## src/rtl/alu_pkg.sv

```systemverilog
// Shared ALU definitions: op encodings, error codes reported by the mod
// sequencer, and the sequencer state encoding.
package alu_pkg;

  // 3-bit ALU op encodings on alu_ctr.
  localparam logic [2:0] ALU_AND = 3'b000;
  localparam logic [2:0] ALU_OR  = 3'b001;
  localparam logic [2:0] ALU_XOR = 3'b010;
  localparam logic [2:0] ALU_NOR = 3'b011;
  localparam logic [2:0] ALU_SLT = 3'b100;
  localparam logic [2:0] ALU_ADD = 3'b101;
  localparam logic [2:0] ALU_SUB = 3'b110;
  localparam logic [2:0] ALU_MOD = 3'b111;

  // Completion status reported alongside the remainder.
  typedef enum logic [1:0] {
    ERR_OK      = 2'b00,
    ERR_DIV0    = 2'b01,
    ERR_NEG     = 2'b10,
    ERR_TIMEOUT = 2'b11
  } err_e;

  // Mod sequencer states.
  typedef enum logic [1:0] {
    ST_IDLE = 2'b00,
    ST_CMP  = 2'b01,
    ST_SUB  = 2'b10,
    ST_DONE = 2'b11
  } seq_state_e;

endpackage

```

## src/rtl/alu_mod_sequencer.sv

```systemverilog
// Multi-cycle remainder (dividend mod divisor) by repeated compare/subtract
// on the shared ALU. The sequencer requests the ALU with alu_req and only
// advances in cycles where alu_gnt is high; the CPU-side operand mux routes
// alu_src1/alu_src2/alu_ctr into the ALU when granted.
//
// Ports:
//   clk, rst_n             clock, asynchronous active-low reset
//   start                  request pulse, honoured in IDLE only
//   dividend, divisor      operands, captured on start acceptance
//   busy                   high from the cycle after acceptance through DONE
//   done                   one-cycle completion pulse
//   result, err_code       remainder and status, held until next completion
//   alu_req, alu_gnt       ALU ownership handshake
//   alu_src1, alu_src2     ALU operands (current remainder, latched divisor)
//   alu_ctr                ALU op (SLT in CMP, SUB in SUB, AND otherwise)
//   alu_result             combinational ALU result for this cycle
module alu_mod_sequencer
  import alu_pkg::*;
#(
  parameter int WIDTH    = 32,
  parameter int ITER_W   = 16,
  parameter int MAX_ITER = 65535
) (
  input  logic             clk,
  input  logic             rst_n,
  input  logic             start,
  input  logic [WIDTH-1:0] dividend,
  input  logic [WIDTH-1:0] divisor,
  output logic             busy,
  output logic             done,
  output logic [WIDTH-1:0] result,
  output logic [1:0]       err_code,
  output logic             alu_req,
  input  logic             alu_gnt,
  output logic [WIDTH-1:0] alu_src1,
  output logic [WIDTH-1:0] alu_src2,
  output logic [2:0]       alu_ctr,
  input  logic [WIDTH-1:0] alu_result
);

  seq_state_e        state_q;
  logic [WIDTH-1:0]  rem_q;
  logic [WIDTH-1:0]  div_q;
  logic [ITER_W-1:0] iter_q;
  logic [ITER_W-1:0] iter_d;
  logic              busy_q;
  logic              done_q;
  logic [WIDTH-1:0]  result_q;
  err_e              err_q;
  logic              timeout;

  assign iter_d  = iter_q + 1'b1;
  // MAX_ITER fits in ITER_W bits, so iter_d reaches it before it could wrap.
  assign timeout = (iter_d == ITER_W'(MAX_ITER));

  // ALU-facing signals decode from state and registers only, so there is no
  // combinational path from any input to these outputs.
  always_comb begin
    // NOTE: every output gets a default before the case so no latch is inferred.
    alu_req  = 1'b0;
    alu_src1 = '0;
    alu_src2 = '0;
    alu_ctr  = ALU_AND;
    unique case (state_q)
      ST_CMP: begin
        alu_req  = 1'b1;
        alu_src1 = rem_q;
        alu_src2 = div_q;
        alu_ctr  = ALU_SLT;
      end
      ST_SUB: begin
        alu_req  = 1'b1;
        alu_src1 = rem_q;
        alu_src2 = div_q;
        alu_ctr  = ALU_SUB;
      end
      default: ;
    endcase
  end

  always_ff @(posedge clk or negedge rst_n) begin
    if (!rst_n) begin
      // NOTE: sequential state uses non-blocking assignments so every register
      // sees pre-edge values, independent of statement order.
      state_q  <= ST_IDLE;
      rem_q    <= '0;
      div_q    <= '0;
      iter_q   <= '0;
      busy_q   <= 1'b0;
      done_q   <= 1'b0;
      result_q <= '0;
      err_q    <= ERR_OK;
    end else begin
      unique case (state_q)
        ST_IDLE: begin
          if (start) begin
            rem_q  <= dividend;
            div_q  <= divisor;
            iter_q <= '0;
            busy_q <= 1'b1;
            // Divide-by-zero is reported ahead of a negative operand.
            if (divisor == '0) begin
              state_q  <= ST_DONE;
              result_q <= '0;
              err_q    <= ERR_DIV0;
              done_q   <= 1'b1;
            end else if (dividend[WIDTH-1] || divisor[WIDTH-1]) begin
              state_q  <= ST_DONE;
              result_q <= '0;
              err_q    <= ERR_NEG;
              done_q   <= 1'b1;
            end else begin
              state_q <= ST_CMP;
            end
          end
        end
        ST_CMP: begin
          if (alu_gnt) begin
            // SLT result bit 0 set means rem < div: remainder is final.
            if (alu_result[0]) begin
              state_q  <= ST_DONE;
              result_q <= rem_q;
              err_q    <= ERR_OK;
              done_q   <= 1'b1;
            end else begin
              state_q <= ST_SUB;
            end
          end
        end
        ST_SUB: begin
          if (alu_gnt) begin
            rem_q  <= alu_result;
            iter_q <= iter_d;
            if (timeout) begin
              state_q  <= ST_DONE;
              result_q <= alu_result;
              err_q    <= ERR_TIMEOUT;
              done_q   <= 1'b1;
            end else begin
              state_q <= ST_CMP;
            end
          end
        end
        ST_DONE: begin
          // start is deliberately not sampled here.
          state_q <= ST_IDLE;
          busy_q  <= 1'b0;
          done_q  <= 1'b0;
        end
        default: state_q <= ST_IDLE;
      endcase
    end
  end

  assign busy     = busy_q;
  assign done     = done_q;
  assign result   = result_q;
  assign err_code = err_q;

endmodule

```

## config.mk

```make
export PLATFORM = sky130hd
export DESIGN_NAME = alu_mod_sequencer
export DESIGN_NICKNAME = d
export VERILOG_FILES = /design/src/rtl/alu_pkg.sv /design/src/rtl/alu_mod_sequencer.sv
export SDC_FILE = /design/constraint.sdc
export NUM_CORES = 1
export LEC_CHECK = 0
export CAP_MARGIN = 20
export CORE_MARGIN = 10
export CORE_UTILIZATION = 40
export CTS_CLUSTER_SIZE = 14
export DETAILED_ROUTE_END_ITERATION = 10
export PLACE_DENSITY = 0.67
export REMOVE_ABC_BUFFERS = 1
export SYNTH_ARGS = -nofsm -noshare
export SYNTH_HDL_FRONTEND = slang
export SYNTH_SLANG_ARGS = --single-unit
```

## constraint.sdc

```tcl
create_clock -name clk -period 5.6 [get_ports clk]
set_clock_uncertainty 0.1 [all_clocks]
set_input_delay 0.84 -clock clk [delete_from_list [all_inputs] [get_ports clk]]
set_output_delay 0.84 -clock clk [all_outputs]
set_load 0.05 [all_outputs]
```

==> results of run 1 <==
==> metal layers <==
layer,track usage,up-vias
met1,0.204,2523
met4,0.0809,0
met2,0.297,142
met5,0,-
li1,-,2419
met3,0.0462,27
==> final cells by class <==
class                   count  area, um^2  area share
multi-input cells         395        2980       0.338
flip-flops and latches    118        2950       0.334
clock inverters             4        45.0     0.00510
well taps                 188         235      0.0266
diodes                      1        2.50    0.000283
clock buffers              26         499      0.0565
repair buffers            209        2080       0.236
inverters                   9        33.8     0.00382
==> Yosys cell counts, types with 6 or more instances <==
library cell,number
dfrtp_1,118
nor4_1,8
nand3_1,9
a21oi_1,6
clkbuf_1,32
a22oi_1,34
inv_1,9
ha_1,6
o21ai_0,63
and2_1,68
o2bb2ai_2,31
mux2i_1,36
nand2_1,50
buf_6,6
nor2_1,7
mux2_2,33
==> state kept, by name, indices dropped and copies added (netlist names) <==
signal,cells
busy,1
rem_q,32
state_q,2
iter_q,16
div_q,32
done,1
err_code,2
result,32
==> placed cells by master, fill, tap and decap left out, types with 3 or more instances in the layout <==
cell type and instances:
nand3_1 9, clkbuf_8 4, nor2_1 7, ha_1 4, a31oi_1 4, a22o_1 3, clkdlybuf4s50_1 201, buf_4 7
mux2i_1 36, and4_1 5, a21oi_1 6, dfrtp_1 118, nand2_1 49, nor4_1 8, o21ai_0 63, inv_1 9
and3_1 5, a22oi_1 34, and2_1 68, clkbuf_16 17, o2bb2ai_2 31, mux2_2 33, nand4_1 4, clkinv_2 3
clkbuf_1 5
==> power breakdown <==
part	switching [W]	internal, W	total, W
Clock	0.000356	0.000649	0.00100
Combinational	0.00271	0.00143	0.00414
Sequential	0.000212	0.00119	0.00140
Total	0.00327	0.00326	0.00654
==> stage by stage <==
stage / area [um^2] / std cells / total power [W]
6_report: 8840 / 950 / 0.00654
5_1_grt: 8840 / 950 / 0.00688
4_1_cts: 8810 / 948 / 0.00658
3_5_place_dp: 8270 / 918 / 0.00556
3_3_place_gp: 8270 / 918 / 0.00548
2_1_floorplan: 5950 / 522 / 0.00418
==> logic make-up (layout without fill, tap and decap cells) <==
logic type | after synthesis | after routing
and+or+nand+nor | 164 | 164
other | 1 | 2
adders and majority gates | 6 | 6
muxes | 69 | 69
buffers and inverters | 56 | 248
AOI/OAI and AO/OA | 154 | 154
DFF | 118 | 118
xor gates and xnor gates | 1 | 1
==> how the worst max path moves through the flow <==
stage	start	endpoint	slack, ps	cells past startpoint
detailed placement	state_q[1]	alu_src1[28]	1910	4
floorplan	state_q[0]	iter_q[10]	900	6
global placement	state_q[1]	alu_src1[21]	2010	4
finish	state_q[1]	alu_src1[30]	1940	5
global route	state_q[1]	alu_src2[25]	1840	5
CTS	state_q[1]	alu_src1[28]	1460	4
==> impl_metrics.toml, run 1 <==
[outcome]
status = "complete, no violations"

[pwr]
vdd.ir_drop.worst_uv = 391
p_per_area_nw_per_um2 = 740
p_leak_nw = 3.57

[timing]
fin_crit_sh = 0.654
maxSlewHeadroom = 0.449
setup_slack_ps = 1940
rsz0062_at_grt = "no"
fmax_mhz = 273
slew_viol_final = 0
hold_viol_final = 0
fin_tns_setup_ps = 0
whs_ps = 382
tightestPinTransition_ps = 827
fin_crit_ps = 3660
setup_viol = 0

[synth]
ys.flop_type = "dfrtp_1"
synthAdderAreaFrac = 0.0121
synth.mux.area_fraction = 0.118
avgSynthCellArea_um2 = 10.9
synth_top_family_by_area = "compound AO/OA/AOI/OAI gates"
synth_edf_count = 0
ys_seq_elements = 118
yosysSeqAreaShare = 0.477
post-synth-top-area-fraction = 0.477
yosys.area_share.simple = 0.145
synth_top_area_cell = "dfrtp_1"
synth-compound-area-share = 0.202
synth_top_cells_by_area = "dfrtp_1 (48%), o2bb2ai_2 (7.5%), and2_1 (6.9%)"
ys_warn_count = 0
synthDistinctLibCells = 45
synth_xor_xnor_area_share = 0.00142
syn_area_um2 = 6190
syn_inst = 569
synth-async-reset-ratio = 1.00

[finish]
drive_above_1_share = 0.137
final_util = 0.581
area_growth_syn_to_layout_pct = 42.8
fillers = 1254
nets = 856

[critical_path]
r2r_cells = 7
cp_max_fo = 66
crit_buf_inv = 3
critical_path_class = "flip-flop to primary output"
cp_cell_sequence = "inv_1, ha_2, buf_12, and2_1, clkdlybuf4s50_1"
slowest_stage = "clkdlybuf4s50_1"
crit_arrival_ps = 2720
cp_data_required_time_ps = 4660
r2r-start = "iter_q[0]"
worstSetupStartpointType = "flip-flop"
path_delay_family = "buffers and inverters"
r2r_end = "result[18]"
crit_path_end_kind = "primary output"
rrSetupSlack_ps = 2780
critPathMaxStageDelay_ps = 810

[clocking]
cts.sinks = 118
ctsHoldBuffers = 0
cts_root_buf = "clkbuf_16"
cts_setup_buffers = 0
clock_latency_ps = 410
cts_buffers = 17
clkTransAtPathRegs_ps = 50
cts_max_level = 4
cts_tree = "yes"
cts_resized = 0
max-clock-path-buffers = 2

[flow_run]
max_cap_viol_count = 0

[global_routing]
grt_max_degree = 71
grt_pass1_vias = 5131
grt_antenna_before_repair = 2
grt.overflow.total = 0
track_usage = 0.176
grt_first_pass_wirelength_mm = 28.8

[drt]
drc = 0
final_antenna_net_count = 0
wl_met1_mm = 7.36
vias_per_cell = 5.38
wirelength_mm = 18.8
num_vias = 5111
drt_iter0_markers = 245
top_layer = "met4"
wl_met2_mm = 9.77
post_drt_wl_per_cell_um = 19.8
dr.pass1.iters = 4
dr_wl_met3_mm = 1.24

[placement]
portBuffers = 202
pre_cts_ws_ps = 1910
hpwl_mm = 13.7
gp_congestion = 0.866

[die]
initial_core_util = 0.407
die_h_um = 144
die_w_um = 144
row_count = 45
ios = 204
core-area_um2 = 15200
fp.dieArea_um2 = 20800

[hold_path]
holdPathStages = 1
holdPathEnd = "iter_q[14]"
hp-class = "flip-flop to flip-flop"
min_from = "iter_q[14]"
No activity file was read; power rests on OpenSTA's default activity.
==> run 2: changes to the inputs <==
PLACE_DENSITY = 0.7   (was 0.67)
clock period = 3.2 ns   (was 5.6 ns; I/O delays follow)
==> impl_metrics.toml, run 2 (synthesis results as in run 1) <==
[outcome]
status = "complete, no violations"

[finish]
diodes = 0
drive_above_1_share = 0.151
area_growth_syn_to_layout_pct = 43.5
fillers = 1295
stdcell_count = 957
mostFrequentLayoutCells = "clkdlybuf4s50_1 (138), dfrtp_1 (118), and2_1 (68)"
layout_commonest_cell = "clkdlybuf4s50_1"
nets = 863

[timing]
hold_viol_final = 0
setup_slack_ps = 109
tightestPinTransition_ps = 711
whs_ps = 391
setup_viol = 0
maxSlewHeadroom = 0.525
fmax_mhz = 323
rsz0062_at_grt = "no"
fin_crit_sh = 0.966
slew_viol_final = 0
fin_tns_setup_ps = 0
fin_crit_ps = 3090

[drt]
num_vias = 5158
dr.pass1.iters = 5
wirelength_mm = 18.9
drt_iter0_markers = 257
final_antenna_net_count = 0
vias_per_cell = 5.39
drc = 0
post_drt_wl_per_cell_um = 19.7

[clocking]
cts_max_level = 4
clock_latency_ps = 410
cts_buffers = 17
cts.sinks = 118
clkTransAtPathRegs_ps = 50
cts_root_buf = "clkbuf_16"
cts_setup_buffers = 0
max-clock-path-buffers = 2
cts_tree = "yes"

[global_routing]
grt_first_pass_wirelength_mm = 29.4
grt_pass1_vias = 5295
grt.overflow.total = 0
grt_antenna_before_repair = 0
track_usage = 0.179
grt_max_degree = 53

[critical_path]
r2r-start = "iter_q[0]"
critPathMaxStageDelay_ps = 820
crit_path_end_kind = "primary output"
cp_max_fo = 25
cp_data_required_time_ps = 2620
critical_path_class = "flip-flop to primary output"
slowest_stage = "clkdlybuf4s50_1"
crit_arrival_ps = 2510
cp_cell_sequence = "inv_1, ha_2, buf_12, clkdlybuf4s50_1"
startpoint = "state_q[1]"
worstSetupStartpointType = "flip-flop"

[flow_run]
max_cap_viol_count = 0

[placement]
gp_congestion = 0.846
hpwl_mm = 13.8
portBuffers = 202
pre_cts_ws_ps = 316
dpl.cell_count = 925

[hold_path]
hp-class = "flip-flop to flip-flop"
min_from = "result[6]"

[die]
core-area_um2 = 15200
die_h_um = 144
ios = 204
fp.dieArea_um2 = 20800
initial_core_util = 0.407
die_w_um = 144
row_count = 45

[pwr]
p_per_area_nw_per_um2 = 1270
p_leak_nw = 3.84
power.total_w = 0.0113
vdd.ir_drop.worst_uv = 546
-- run 2: cell count changes in the layout (fill, tap and decap cells not counted), moves of 2 or more --
| cell | previous run | this run |
|---|---|---|
| buf_4 | 7 | 10 |
| clkbuf_8 | 4 | 2 |
| clkbuf_1 | 5 | 1 |
| clkdlybuf4s50_1 | 201 | 138 |
| buf_12 | 1 | 5 |
| dlygate4sd2_1 | 0 | 62 |
| clkinv_2 | 3 | 8 |
-- run 2: worst paths after layout --
check	cells after the start	endpoint	slack (ps)
hold / removal	1	result[6]	390
max in group asynchronous	3	div_q[19]	1720
setup / recovery	4	alu_req	110
min in group asynchronous	2	rem_q[3]	510
setup reg to reg	8	result[30]	580
hold reg to reg	1	result[6]	390
-- run 2: critical path: cells and delay by family (launching register included) --
| family | cells | cell delay, ps |
|---|---|---|
| fa+ha+maj | 1 | 540 |
| flops | 1 | 440 |
| buf+inv | 3 | 1110 |
-- run 2: final cells by class --
type                    instances  area (um^2)  share of cell area
clock buffers                  20          457              0.0514
clock inverters                11          108              0.0121
inverters                       9         33.8             0.00380
multi-input cells             395         2980               0.336
flip-flops and latches        118         2950               0.333
well taps                     188          235              0.0265
repair buffers                216         2110               0.238
-- run 2: layer usage --
layer  global-route usage  share of wire  vias to the layer above
li1                     -              -                     2420
met3               0.0495          0.070                       26
met2                0.293           0.49                      183
met4               0.0686          0.021                        0
met5                    0              0                        -
met1                0.218           0.41                     2529
-- run 2: what timing repair did --
item                                   CTS  global route
gates resized for setup                 62             0
hold buffers                             1             0
endpoints found under the hold margin   11             0
setup endpoints to repair               62             0
-- run 2: through the flow --
step / area (um^2) / util
final: 8880 / 0.584
after global routing: 8880 / 0.584
after CTS: 8880 / 0.584
after detailed placement: 8380 / 0.551
after global placement: 8380 / 0.551
after floorplan: 5950 / -
-- run 2: report_power, final --
group | internal (W) | switching [W]
Combinational | 0.00227 | 0.00477
Clock | 0.00117 | 0.000645
Sequential | 0.00208 | 0.000374
==> RTL change, RTL diff (flow settings as in run 1) <==
Encoding of `seq_state_e`: now one-hot (4 bits for 4 states).
--- a/src/rtl/alu_pkg.sv
+++ b/src/rtl/alu_pkg.sv
@@ -21,11 +21,11 @@
   } err_e;
 
   // Mod sequencer states.
-  typedef enum logic [1:0] {
-    ST_IDLE = 2'b00,
-    ST_CMP  = 2'b01,
-    ST_SUB  = 2'b10,
-    ST_DONE = 2'b11
+  typedef enum logic [3:0] {
+    ST_IDLE = 4'b0001,
+    ST_CMP  = 4'b0010,
+    ST_SUB  = 4'b0100,
+    ST_DONE = 4'b1000
   } seq_state_e;
 
 endpackage
Check against the original RTL: no difference found for any inputs over 4 cycles, from zero or initial values and one cycle with rst_n low; so few cycles prove little.
==> RTL change against run 1 <==
Wire length grew 1.5%; via count barely moved; sequential share of layout area is essentially flat; synthesized area down 0.28%; sequential cell count increased by 2; final area is 1.7% higher; register-to-register slack worse by 680 ps; worst setup slack worse by 14 ps; largest cell class is now registers; highest routed layer unchanged.
Power is not compared: it rests on default switching activity, and its combinational part moved more than twofold at a synthesized area within 25%.
==> RTL change: results (changes against run 1) <==
The flow ran to the end, and the final reports show no timing, DRC or antenna violations. The mean area per synthesized cell came out at 10.5 µm² (-3.7%). The total number of vias was 5108 (-0.059%). The total global-route track usage came out at 18.4% (+0.87 points). The number of nets in the layout is 875 (+2.2%).

The data arrival time of the critical path came out at 2740 ps (+20 ps). The maximum number of pins on one net before global-route repair is 73 (+2.8%). The compound-cell area share of the yosys netlist is 19.1% (-1.1 points). The minimum setup slack among reg-to-reg paths came out at 2100 ps (-680 ps).

The relative slew slack came out at 37.1% (-7.8 points). The area share of xor/xnor cells in the synthesized design came out at 1.42% (+1.3 points). The number of placed instances, taps included is 942 (+2.6%). The placement-stage cell area was 8340 µm² (+0.82%). Sorting the synthesized cells by how often they occur yields sky130_fd_sc_hd__dfrtp_1, sky130_fd_sc_hd__o21ai_0, sky130_fd_sc_hd__and2_1, sky130_fd_sc_hd__nand2_1, sky130_fd_sc_hd__clkbuf_1. The mean number of vias per cell is 5.25 (-2.4%). The peak fanout along the critical path came out at 53 (-20%).

The fraction of the yosys area taken by sequential cells was 48.7% (+0.97 points). The global-route wire length before repair is 30.0 mm (+4.2%). The diode insertion count for antenna repair came out at 0 (-1). The final period demand of the worst path came to 3680 ps (+14.1 ps). The worst setup timing slack at the placement stage came out at 1940 ps (+25.6 ps).

The share of post-route cells with drive strength above 1 is 14.5% (+0.86 points). The final weighted congestion of routability-driven global placement came out at 0.829 (-4.3%). The filler cell count came out at 1271 (+1.4%).

The via count of the first global-routing pass was 5432 (+5.9%). The mux cell area share after synthesis was 11.2% (-0.62 points). The worst hold slack is 392 ps (+10.2 ps).
==> RTL change: changes by cell type in the layout (fill, tap and decap cells not counted), sizes merged, moves of 5 or more <==
cell / change
o2bb2ai: -32
a21oi: +31
nor2: +6
a22oi: -34
and4: -5
a2bb2oi: +32
o21ai: +20
buf: +6
xor2: +6
==> RTL change: final timing paths <==
path                                        start                endpoint  depth (start not counted)
setup / recovery           state_q[2]$_DFFE_PN0P_            alu_src1[16]                          5
hold / removal                   done$_DFFE_PN0P_        done$_DFFE_PN0P_                          1
setup reg to reg            iter_q[0]$_DFFE_PN0P_   result[2]$_DFFE_PN0P_                          8
hold reg to reg                  done$_DFFE_PN0P_        done$_DFFE_PN0P_                          1
max in group asynchronous                   rst_n  result[14]$_DFFE_PN0P_                          2
min in group asynchronous                   rst_n   div_q[11]$_DFFE_PN0P_                          1
==> RTL change: layer usage <==
metal	GRT usage, %	vias up	part of all wire, %
li1	-	2455	-
met1	20.9	2513	40
met2	32.6	119	53
met3	5.38	21	5.2
met4	6.12	0	1.6
met5	0	-	0
==> RTL change: where the power goes <==
part | internal [mW] | switching (mW)
Clock | 0.810 | 0.376
Sequential | 1.25 | 0.248
Combinational | 0.826 | 1.09
==> RTL change: final cells by class <==
type                            instances  area (µm²)  area share [%]
Inverter                                5        18.8           0.209
Clock buffer                           23         508            5.65
Multi-Input combinational cell        414        2940            32.7
Timing Repair Buffer                  215        2140            23.8
Tap cell                              188         235            2.62
Sequential cell                       120        3000            33.4
Clock inverter                          8         140            1.56
==> RTL change: worst max-delay path: cells and delay by family (launching register included) <==
kind | cells | cell delay [ps]
AND/OR/NAND/NOR | 2 | 340
buffers and inverters | 2 | 1270
XOR/XNOR | 1 | 200
flip-flops | 1 | 500
